## src/rtl/ddr5_cmd_encoder.sv

```systemverilog
// DDR5 command issue encoder: valid/ready request intake, READ/WRITE and REFRESH
// spacing, and periodic auto-refresh insertion ahead of any held request.
module ddr5_cmd_encoder #(
  parameter int unsigned T_RW_GAP = 4,
  parameter int unsigned T_RFC    = 8,
  parameter int unsigned T_REFI   = 64,
  parameter int unsigned CNT_W    = 16
) (
  input  logic       clk,
  input  logic       rst_n,
  input  logic       req_valid,
  input  logic [1:0] req_cmd,
  output logic       req_ready,
  output logic [2:0] cmd_out,
  output logic       refresh_due
);

  localparam logic [1:0] REQ_NOP     = 2'b00;
  localparam logic [1:0] REQ_READ    = 2'b01;
  localparam logic [1:0] REQ_WRITE   = 2'b10;
  localparam logic [1:0] REQ_REFRESH = 2'b11;

  localparam logic [2:0] CODE_NOP     = 3'b000;
  localparam logic [2:0] CODE_REFRESH = 3'b011;

  localparam logic [CNT_W-1:0] RW_LOAD   = CNT_W'(T_RW_GAP - 1);
  localparam logic [CNT_W-1:0] RFC_LOAD  = CNT_W'(T_RFC - 1);
  localparam logic [CNT_W-1:0] REFI_LAST = CNT_W'(T_REFI - 1);
  localparam logic [CNT_W-1:0] CNT_ONE   = CNT_W'(1);
  localparam logic [CNT_W-1:0] CNT_ZERO  = '0;

  typedef enum logic [1:0] {
    IDLE = 2'b00,
    GAP  = 2'b01,
    RFC  = 2'b10
  } state_t;

  state_t           state;
  logic [CNT_W-1:0] gap_cnt;
  logic [CNT_W-1:0] int_cnt;

  logic accept;
  logic auto_ref;
  logic ref_issue;

  // Ready depends only on registered state, never on req_valid.
  assign req_ready = (state == IDLE) && !refresh_due;
  assign accept    = req_valid && req_ready;
  assign auto_ref  = (state == IDLE) && refresh_due;
  assign ref_issue = auto_ref || (accept && (req_cmd == REQ_REFRESH));

  // Command issue and spacing FSM; cmd_out is a one-cycle pulse per issue.
  always_ff @(posedge clk or negedge rst_n) begin
    if (!rst_n) begin
      state   <= IDLE;
      gap_cnt <= CNT_ZERO;
      cmd_out <= CODE_NOP;
    end else begin
      cmd_out <= CODE_NOP;
      case (state)
        IDLE: begin
          if (auto_ref) begin
            cmd_out <= CODE_REFRESH;
            if (T_RFC > 1) begin
              state   <= RFC;
              gap_cnt <= RFC_LOAD;
            end
          end else if (accept) begin
            cmd_out <= {1'b0, req_cmd};
            case (req_cmd)
              REQ_READ, REQ_WRITE: begin
                if (T_RW_GAP > 1) begin
                  state   <= GAP;
                  gap_cnt <= RW_LOAD;
                end
              end
              REQ_REFRESH: begin
                if (T_RFC > 1) begin
                  state   <= RFC;
                  gap_cnt <= RFC_LOAD;
                end
              end
              default: ;
            endcase
          end
        end
        GAP, RFC: begin
          // Counter hitting zero at this edge makes the next edge eligible.
          if (gap_cnt <= CNT_ONE) begin
            state   <= IDLE;
            gap_cnt <= CNT_ZERO;
          end else begin
            gap_cnt <= gap_cnt - CNT_ONE;
          end
        end
        default: begin
          state   <= IDLE;
          gap_cnt <= CNT_ZERO;
        end
      endcase
    end
  end

  // Refresh interval timer; any REFRESH issue restarts it and clears the pending flag.
  always_ff @(posedge clk or negedge rst_n) begin
    if (!rst_n) begin
      int_cnt     <= CNT_ZERO;
      refresh_due <= 1'b0;
    end else if (ref_issue) begin
      int_cnt     <= CNT_ZERO;
      refresh_due <= 1'b0;
    end else if (int_cnt == REFI_LAST) begin
      int_cnt     <= CNT_ZERO;
      refresh_due <= 1'b1;
    end else begin
      int_cnt     <= int_cnt + CNT_ONE;
    end
  end

  logic unused_nop;
  assign unused_nop = (REQ_NOP == 2'b00);

endmodule

```

## config.mk

```make
export PLATFORM = sky130hd
export DESIGN_NAME = ddr5_cmd_encoder
export DESIGN_NICKNAME = d
export VERILOG_FILES = /design/src/rtl/ddr5_cmd_encoder.sv
export SDC_FILE = /design/constraint.sdc
export NUM_CORES = 1
export LEC_CHECK = 0
export ABC_CLOCK_PERIOD_IN_PS = 2200
export CAP_MARGIN = 20
export CORE_ASPECT_RATIO = 2
export CORE_UTILIZATION = 53
export CTS_CLUSTER_SIZE = 10
export DETAILED_ROUTE_END_ITERATION = 12
export PLACE_DENSITY_LB_ADDON = 0.3
export SETUP_SLACK_MARGIN = 0.05
export SLEW_MARGIN = 20
export SYNTH_ARGS = -nofsm -noshare
export SYNTH_HDL_FRONTEND = slang
export SYNTH_SLANG_ARGS = --single-unit
```

## constraint.sdc

```tcl
create_clock -name clk -period 2.2 [get_ports clk]
set_clock_uncertainty 0.2 [all_clocks]
set_input_delay 0.33 -clock clk [delete_from_list [all_inputs] [get_ports clk]]
set_output_delay 0.33 -clock clk [all_outputs]
set_load 0.005 [all_outputs]
```

# After elaboration in Yosys (flattened, before gate mapping)
# Cells that the tools add are included.
# W data, S select, Z words.
# totals
in_bits,5
reg_bits,38
word_cells,46
# op_classes
eq_ne,9
n_lt_le_gt_ge,1
n_mux,17
n_reduce_logical,12
add_sub_neg,2
# ops
operator,count
$mux W16,5
$pmux W16 S2,2
$add A16 B1 Y16 const B,1
$eq A16 B6 Y1 const B,1
$le A16 B1 Y1 const B,1
$sub A16 B1 Y16 const B,1
$mux W2,5
$pmux W2 S2,2
$eq A2 B2 Y1 const B,3
$eq A2 B1 Y1 const B,2
$logic_and A1 B1 Y1,4
$ne A4 B2 Y1 const B,1
$reduce_or A2 Y1,2
$mux W3,1
$ne A3 B3 Y1 const B,1
$reduce_and A3 Y1,1
$logic_not A2 Y1,1
$mux W1,2
$ne A2 B2 Y1 const B,1
$reduce_and A2 Y1,1
$reduce_bool A2 Y1,1
$logic_not A1 Y1,1
$logic_or A1 B1 Y1,1

# Logic depth before layout (Yosys ltp)
# Gate-level depths: netlist (run 1).
# depth
word_depth,6
mapped_depth,9

# Least setup slack after synthesis (run 1)
# No wires, ideal clock.
# synth_path
path_type,register to register
startpoint,register gap_cnt[9]
endpoint,register gap_cnt[11]
t_required_ns,1.872
stages_incl_launch_ff,8
path_buffers,2
setup_slack_ns,-0.127
t_arrival_ns,1.999
setup_time_ns,0.128
path_cell_list,dfrtp_1 -> or4_1 -> buf_2 -> or3_4 -> o21a_1 -> buf_6 -> a31oi_1 -> o31ai_1
# synth_via
elab_chain_cells,3
word_cells_on_any_way,4
classes_between,1 x add/sub; 1 x order compare; 2 x mux
# synth_rtl
element,line,text
"start, declared",39,logic [CNT_W-1:0] gap_cnt;
"start signal, assigned",93,gap_cnt <= gap_cnt - CNT_ONE;
$sub A16 B1 Y16 or $le A16 B1 Y1 (tied branches),"93, 89",
$mux W16 *,89,if (gap_cnt <= CNT_ONE) begin
$pmux W16 S2 *,60,case (state)
# Every way passes the cells marked *; elsewhere a longest branch is shown, timed or not.
# A chain may end at the register's enable or synchronous reset.

# Final worst setup path (run 1)
# layout_path
startpoint,register gap_cnt[11]
endpoint,register gap_cnt[2]
# layout_via
elab_chain_cells,3
# layout_rtl
element,line
$le A16 B1 Y1,89
$mux W16,89
$pmux W16 S2,60
# No other way between the ends.

==> run_results.csv, run 1 <==
group,metric,value,unit
status,status,"finished, violations left",
status,violations,"setup timing",
power,pwr-share-comb,2.7,%
critical_path,cp_top_family,"simple AND/OR/NAND/NOR gates",
yosys,synthTopCellsByCount,"dfrtp_1 (37), nor2_1 (30), nand2_1 (13), nand3_1 (10)",
routing,drt_iter0_markers,48,
yosys,synth.top_cells.by_area,"dfrtp_1 (47%), nor2_1 (5.7%), xnor2_1 (3.6%)",
critical_path,cp_max_fo,7,
global_route,grt_start_max_net_pins,38,
critical_path,critPathMaxStageDelay,540,ps
routing,drt-wirelength-per-cell,15.53,um
sta,timing.final.crit_share,101.0,%
placement,dp_cells,283,
yosys,ys_seq_elements,37,
critical_path,reg2regPathDepth,5,
placement,place_congestion,0.8244,
finish,antenna_cells,0,
cts,clkTransAtPathRegs,70,ps
cts,cts_sinks,37,
cts,htree_levels,2,
finish,final_cells,293,
power,intPower,0.9113,mW
sta,setup_violations,3,
cts,worstSkewPairLatency,290,ps
placement,dpl_worst_slack,-44.50,ps
critical_path,r2r_slack,-20,ps
yosys,avgSynthCellArea,9.486,um2
global_route,antenna_found_initial,0,
yosys,synth_cell_types,46,
yosys,yosys_warnings,0,
routing,via_count,1661,
critical_path,cp.depth,5,
power,clkPwrFrac,39.0,%
power,power.total,1.166,mW
critical_path,reg2reg_from,"gap_cnt[11]$_DFFE_PN0P_",
routing,drc,0,
sta,drv_slew,0,
yosys,netlist_area,1973,um2
yosys,syn_nets,218,
cts,postCtsHoldBufs,0,
critical_path,cp_num_buf_inv,0,
sta,rsz0062_at_grt,"yes",
finish,nets,253,
critical_path,slowest_stage,"or4_4",
floorplanning,core,3568,um2
power,vdd_ir_drop_max,381.8,uV
critical_path,critPathLaunchType,"flip-flop",
cts,cts_max_path_buffers,2,
critical_path,criticalPathCategory,"flip-flop to flip-flop",
critical_path,worstPathCellList,"or4_4 -> or3_4 -> o21ai_4 -> o21ai_2 -> a22o_1",
placement,portBuffers,8,
cts,cts_tree,"done",
floorplanning,design.die.area,3986,um2
floorplanning,start_util,55.29,%
floorplanning,die_h,88.29,um
yosys,synth-seq-area-share,46.92,%
power,swShare,21.87,%
routing,vias_per_cell,5.669,
finish,finalInstanceArea,2476,um2
floorplanning,rows,31,
routing,antenna_left,0,
critical_path,end_kind,"flip-flop",
yosys,synth_flop_cell,"dfrtp_1",
sta,setup_slack,-21.33,ps
critical_path,arrival,2200,ps
sta,worst_pin_slew,574.2,ps
flow_run,cap_violations,0,
global_route,grt_pass1_vias,1719,
critical_path,cp_data_required_time,2180,ps
finish,drive_gt1_share,23.36,%
yosys,synthCells,208,
sta,slew_headroom,61.42,%
global_route,grt_pass1_wl,7493,um
sta,finalHoldViolCount,0,
yosys,yosysTopAreaCell,"dfrtp_1",
yosys,synthArstFlopShare,100.0,%
yosys,synth_edf_count,0,
power,p_leak,1.108,nW
critical_path,startpoint,"gap_cnt[11]$_DFFE_PN0P_",
yosys,synth.most_common_cell,"dfrtp_1",
yosys,synth_top_cell_area_share,46.92,%
routing,drtPass1Iterations,4,
power,power_density,471.0,nW/um2
sta,min_period,2221,ps
worst_hold_path,hp-class,"primary input to asynchronous set/reset pin",
finish,final_core_util,69.39,%
cts,cts_buffers,5,
critical_path,cp-endpoint,"gap_cnt[2]$_DFFE_PN0P_",
floorplanning,die_w,45.15,um
placement,placed_area,2285,um2
floorplanning,io_pins,10,
cts,clockRootBuffer,"clkbuf_8",
critical_path,r2r_end,"gap_cnt[2]$_DFFE_PN0P_",
power,sequentialPowerShare,58.3,%
global_route,gr-usage-all-layers,26.05,%
placement,dpl.hpwl,3215,um
finish,syn2layout_area_growth,25.49,%
power,power_switching,0.2551,mW
sta,clock.fmax,0.4502,GHz
global_route,gr-total-overflow,0,
routing,routed_wl,4550,um
-- stage by stage --
step                      TNS (ps)  hold WS, ps
after floorplan             -282.9       -165.6
after global routing        -269.8        323.6
after CTS                   -49.68        286.1
final                       -42.63        276.2
after detailed placement    -220.4        293.4
after global placement      -4.752        274.3
-- cell type report --
| type | count | area [um2] |
|---|---|---|
| clock buffer | 6 | 72.57 |
| clock inverter | 2 | 10.01 |
| fill | 292 | 1092 |
| inverter | 7 | 26.28 |
| multi-input combinational | 158 | 1090 |
| sequential | 37 | 925.9 |
| tap | 49 | 61.31 |
| timing repair buffer | 34 | 290.3 |
-- routing by layer --
layer / vias to the layer above / global-route usage [%] / share of wire, % / wire (um)
li1: 805 / - / - / -
met1: 810 / 25.94 / 35 / 1602
met2: 31 / 50.07 / 60 / 2741
met3: 15 / 4.286 / 1.8 / 83
met4: 0 / 10.47 / 2.7 / 123
met5: - / 0 / 0 / 0
-- worst min-delay path by stage --
stage	startpoint	end	slack [ps]	depth (start not counted)
after floorplan	rst_n	cmd_out[0]$_DFF_PN0_	-170	0
after global placement	int_cnt[0]$_DFF_PN0_	int_cnt[0]$_DFF_PN0_	270	1
after detailed placement	int_cnt[0]$_DFF_PN0_	int_cnt[0]$_DFF_PN0_	290	1
after CTS	rst_n	gap_cnt[9]$_DFFE_PN0P_	290	2
after global routing	rst_n	cmd_out[1]$_DFF_PN0_	320	2
final	rst_n	cmd_out[1]$_DFF_PN0_	280	2
-- flip-flops by register name, summed over array words and instances, names as in the netlist --
register,count
cmd_out,2
gap_cnt,16
int_cnt,16
refresh_due,1
state,2
-- power by group through the flow --
stage	registers [mW]	clock network, mW	logic, mW
after floorplan	0.693	0	0.00388
after global placement	0.693	0	0.0303
after detailed placement	0.693	0	0.0316
after CTS	0.680	0.475	0.0319
after global routing	0.679	0.499	0.0356
final	0.680	0.455	0.0315
-- kinds of logic (layout without fill, tap and decap cells) --
logic type,Yosys count,after routing,share of synthesized area (%)
AO/OA/AOI/OAI,46,46,16.36
XOR/XNOR,14,14,6.214
AND/OR/NAND/NOR,90,90,23.02
buffers and inverters,13,49,3.107
flip-flops,37,37,46.92
other,1,1,0.1901
multiplexers,2,2,1.015
adder cells (fa/ha/maj),5,5,3.171
-- layout by cell type (no fill, tap or decap), types with 6 or more instances in the layout --
master and instances:
dfrtp_1 37, nor2_1 30, buf_4 24, nand2_1 12
nand3_1 9, and3_1 8, xnor2_1 8, inv_1 7
clkdlybuf4s50_1 7, xor2_1 6, o21ai_1 6
-- what timing repair did --
action                                  in CTS  in global routing
pin swaps                                    4                  6
setup buffers                                2                  0
gates resized for setup                     13                 11
endpoints found under the hold margin        0                  0
endpoints found under the setup margin      15                 18
(Power assumes the default switching activity.)
==> run 2: changes to the inputs <==
--- a/config.mk
+++ b/config.mk
@@ -5,10 +5,10 @@
 export SDC_FILE = /design/constraint.sdc
 export NUM_CORES = 1
 export LEC_CHECK = 0
-export ABC_CLOCK_PERIOD_IN_PS = 2200
+export ABC_CLOCK_PERIOD_IN_PS = 2450
 export CAP_MARGIN = 20
 export CORE_ASPECT_RATIO = 2
-export CORE_UTILIZATION = 53
+export CORE_UTILIZATION = 59
 export CTS_CLUSTER_SIZE = 10
 export DETAILED_ROUTE_END_ITERATION = 12
 export PLACE_DENSITY_LB_ADDON = 0.3
==> constraint.sdc (replaced) <==
create_clock -name clk -period 2.45 [get_ports clk]
set_clock_uncertainty 0.2 [all_clocks]
set_input_delay 0.3675 -clock clk [delete_from_list [all_inputs] [get_ports clk]]
set_output_delay 0.3675 -clock clk [all_outputs]
set_load 0.005 [all_outputs]
==> run 2 against run 1 <==
Effect of this change:
- the flow now finishes without violations
- sequential power decreased by 10%
- via count is 0.90% lower
- sequential share of layout area grew 3.6 points
- combinational power is 23% lower
- critical endpoint unchanged
- power fell by 8.7%
- maximum frequency down 7.4%
- wire length fell by 1.2%
- cell count decreased by 11%
- hold slack improved by 9.5 ps
- first-iteration DRC count up 35%
- largest cell class unchanged
- register-to-register slack gained 70 ps
- worst setup slack improved by 72 ps
==> run_results.csv, run 2 (synthesized netlist as in run 1, its figures left out) <==
group,metric,value,unit
finish,nets,239,
placement,dpl_worst_slack,93.24,ps
sta,hold_ws,285.7,ps
global_route,gr-usage-all-layers,26.41,%
cts,htree_levels,2,
finish,layout_commonest_cell,"dfrtp_1",
finish,drive_gt1_share,10.48,%
critical_path,r2r_end,"gap_cnt[2]$_DFFE_PN0P_",
critical_path,reg2reg_from,"gap_cnt[9]$_DFFE_PN0P_",
critical_path,arrival,2380,ps
floorplanning,die_w,42.89,um
global_route,grt_start_max_net_pins,38,
sta,setup_slack,50.32,ps
routing,drc,0,
cts,worstSkewPairLatency,290,ps
global_route,grt_pass1_wl,7148,um
sta,clock.fmax,0.4167,GHz
floorplanning,core,3193,um2
sta,worst_pin_slew,552.3,ps
routing,drtPass1Iterations,6,
sta,rsz0062_at_grt,"yes",
power,p_leak,1.015,nW
finish,seq_area,925.9,um2
critical_path,criticalPathCategory,"flip-flop to flip-flop",
floorplanning,rows,29,
finish,top_regs,"gap_cnt: 16 flops, int_cnt: 16 flops",
cts,clkTransAtPathRegs,70,ps
finish,final_cell_mix,"dfrtp_1 (37), nor2_1 (30), nand2_1 (13)",
critical_path,reg2regPathDepth,5,
finish,fillers,242,
finish,antenna_cells,0,
placement,portBuffers,8,
floorplanning,design.die.area,3593,um2
critical_path,cp_data_required_time,2430,ps
critical_path,cp_max_fo,7,
sta,min_period,2400,ps
floorplanning,die_h,83.78,um
global_route,gr-total-overflow,0,
sta,timing.final.crit_share,97.95,%
routing,drt-wirelength-per-cell,17.28,um
worst_hold_path,hp-class,"primary input to asynchronous set/reset pin",
floorplanning,io_pins,10,
sta,drv_slew,0,
routing,via_count,1646,
floorplanning,start_util,61.79,%
sta,setup_violations,0,
finish,syn2layout_area_growth,14.46,%
cts,clockRootBuffer,"clkbuf_8",
power,vdd_ir_drop_max,432.6,uV
global_route,antenna_found_initial,0,
finish,multi_input_area,998.5,um2
cts,cts_tree,"done",
critical_path,end_kind,"flip-flop",
critical_path,critPathLaunchType,"flip-flop",
cts,cts_buffers,5,
flow_run,cap_violations,0,
placement,place_congestion,0.8944,
status,status,"completed",
power,power_density,471.6,nW/um2
critical_path,r2r_slack,50,ps
sta,slew_headroom,62.90,%
cts,cts_max_path_buffers,2,
routing,drt_iter0_markers,65,
global_route,grt_pass1_vias,1725,
cts,cts_sinks,37,
sta,finalHoldViolCount,0,
routing,routed_wl,4494,um
routing,vias_per_cell,6.331,
routing,antenna_left,0,
placement,dpl.hpwl,3122,um
run 2: power breakdown:
group / internal [mW] / leakage, nW / switching (mW)
combinational: 0.00779 / 0.515 / 0.0164
clock: 0.223 / 0.0443 / 0.207
sequential: 0.611 / 0.456 / 0
total: 0.841 / 1.01 / 0.224
run 2: through the flow:
stage	power [mW]	instance area [um2]	util [%]	cells	TNS [ps]
after floorplan	0.6259	1973	-	208	0
after global placement	0.6461	2145	67.16	251	0
after detailed placement	0.6469	2145	67.16	251	0
after CTS	1.076	2232	69.91	258	0
after global routing	1.100	2258	70.73	260	-4.296
final	1.065	2258	70.73	260	0
run 2: worst max-delay path by stage:
stage,start,to,slack (ps),cells after the start
after floorplan,gap_cnt[9]$_DFFE_PN0P_,gap_cnt[11]$_DFFE_PN0P_,120,7
after global placement,gap_cnt[2]$_DFFE_PN0P_,gap_cnt[11]$_DFFE_PN0P_,150,5
after detailed placement,gap_cnt[8]$_DFFE_PN0P_,gap_cnt[15]$_DFFE_PN0P_,90,5
after CTS,gap_cnt[8]$_DFFE_PN0P_,gap_cnt[6]$_DFFE_PN0P_,90,5
after global routing,gap_cnt[8]$_DFFE_PN0P_,gap_cnt[2]$_DFFE_PN0P_,-4,5
final,gap_cnt[9]$_DFFE_PN0P_,gap_cnt[2]$_DFFE_PN0P_,50,5
run 2: cell type report:
class                   count  share of cell area [%]
well taps                  31                   1.717
inverters                   7                   1.163
multi-input cells         158                   44.21
clock buffers               7                   3.823
flip-flops and latches     37                   41.00
repair buffers             20                   8.089
run 2: critical path: stages (launching register included):
cell and delay, ps:
dfrtp_1 390, or4_1 580, or3_4 440, o21ai_4 260
o21ai_0 140, a22o_1 270
run 2: metal layers:
layer	global-route usage [%]	vias to the layer above	share of wire, %
li1	-	777	-
met1	24.60	800	35
met2	48.62	44	57
met3	4.545	25	2.4
met4	17.33	0	5.1
met5	0	-	0
run 2: what timing repair did:
action                     in CTS  in global routing
setup endpoints to repair       1                  4
hold endpoints to repair        0                  0
resized for setup               1                  2
hold buffers                    0                  0
pin swaps                       0                  1
buffers inserted                0                  2
==> RTL edit (settings of run 1) <==
Set the parameter `CNT_W` to 24 (it was 16).
--- a/src/rtl/ddr5_cmd_encoder.sv
+++ b/src/rtl/ddr5_cmd_encoder.sv
@@ -4,7 +4,7 @@
   parameter int unsigned T_RW_GAP = 4,
   parameter int unsigned T_RFC    = 8,
   parameter int unsigned T_REFI   = 64,
-  parameter int unsigned CNT_W    = 16
+  parameter int unsigned CNT_W    = 24
 ) (
   input  logic       clk,
   input  logic       rst_n,
Formal check against the unedited RTL: no difference found for any inputs over 10 cycles, from zero or initial values and one cycle with rst_n low; that may be too few to reach the edited logic, so the function may still have changed.
==> RTL edit against run 1 <==
Routed wire length is 43% higher. Cell area increased by 35%. Area after synthesis grew 46%. Setup slack better by 0.12 ns. Power increased by 34%. Sequential cell count grew 16. Sequential share of layout area rose by 2.3 points. Largest cell class unchanged.
==> RTL edit: results (changes against run 1) <==
[run_status]
status=complete, no violations

[clock_network]
path_clk_slew_ns=0.09  ; +0.02 ns
clk_latency_ns=0.31  ; +0.02 ns

[placed_design]
pre_cts_slack_ns=0.0459  ; +0.0904 ns
placed_cells=382  ; +35%
routabilityCongestion=0.827  ; +0.28%

[critical_path]
crit_arrival_ns=2.10  ; -0.10 ns
r2r_cells=6  ; +1
cpPeakStageDelay_ns=0.43  ; -0.11 ns
crit_family=compound AO/OA/AOI/OAI gates
startpoint=gap_cnt[21]
reg2reg_slack_ns=0.10  ; +0.12 ns
cp_max_fo=11  ; +4

[power]
leakagePower_nw=1.49  ; +34%
ir_drop_mv=0.521  ; +37%

[drt]
detail_route.iter0.violations=54  ; +13%
via_count=2373  ; +43%

[final_layout]
layout-drive-gt1-share=0.143  ; -0.0903
reg_top3=gap_cnt (24), int_cnt (24)
nets=344  ; +36%

[global_route]
grt_max_degree=54  ; +42%
grt_pass1_wl_um=10600  ; +42%

[synth]
ys_top_cells_by_count=dfrtp_1, nor2_1, nor3_1, xnor2_1, nand2_1
synth_cells=309  ; +49%
ys_seq_area_frac=0.460  ; -0.00938
synth_nets=319  ; +46%

[timing]
tightestPinTransition_ns=0.490  ; -0.0839 ns
worst_slack_ns=0.102  ; +0.123 ns

[RTL edit: repair_timing]
item	4_1_cts	5_1_grt
pin swaps	1	1
buffers inserted	0	2
endpoints found under the hold margin	53	0
resized for setup	3	11
setup endpoints to repair	5	20
hold buffers	1	0
[RTL edit: report_power, final]
group	internal (mW)	switching [mW]	total (mW)
sequential	0.973	0	0.973
combinational	0.0150	0.0253	0.0403
clock	0.225	0.324	0.549
[RTL edit: final cells by class]
type / count / share of cell area
sequential: 53 / 0.397
timing repair buffer: 29 / 0.0899
tap: 58 / 0.0217
multi-input combinational: 234 / 0.452
clock inverter: 2 / 0.00449
inverter: 11 / 0.0124
clock buffer: 6 / 0.0217
[RTL edit: worst min path at each step]
stage,slack [ns],cells after the start,from,to
2_1_floorplan,-0.17,0,rst_n,cmd_out[0]
3_3_place_gp,0.15,2,rst_n,int_cnt[3]
3_5_place_dp,0.15,2,rst_n,int_cnt[2]
4_1_cts,0.29,1,int_cnt[0],int_cnt[0]
5_1_grt,0.32,1,gap_cnt[22],gap_cnt[22]
6_report,0.28,1,int_cnt[0],int_cnt[0]
[RTL edit: routing by layer]
| layer | global-route usage | vias to the layer above | share of wire |
|---|---|---|---|
| met1 | 0.246 | 1179 | 0.36 |
| li1 | - | 1153 | - |
| met5 | 0 | - | 0 |
| met4 | 0.108 | 0 | 0.031 |
| met3 | 0.0372 | 16 | 0.017 |
| met2 | 0.476 | 25 | 0.59 |
[RTL edit: cell families after synthesis]
| kind of cell | Yosys count | synth area share |
|---|---|---|
| AND/OR/NAND/NOR | 144 | 0.268 |
| buffers and inverters | 22 | 0.0364 |
| AO/OA/AOI/OAI | 59 | 0.137 |
| XOR/XNOR | 25 | 0.0759 |
| flip-flops | 53 | 0.460 |
| adder cells (fa/ha/maj) | 5 | 0.0217 |
| other | 1 | 0.00130 |
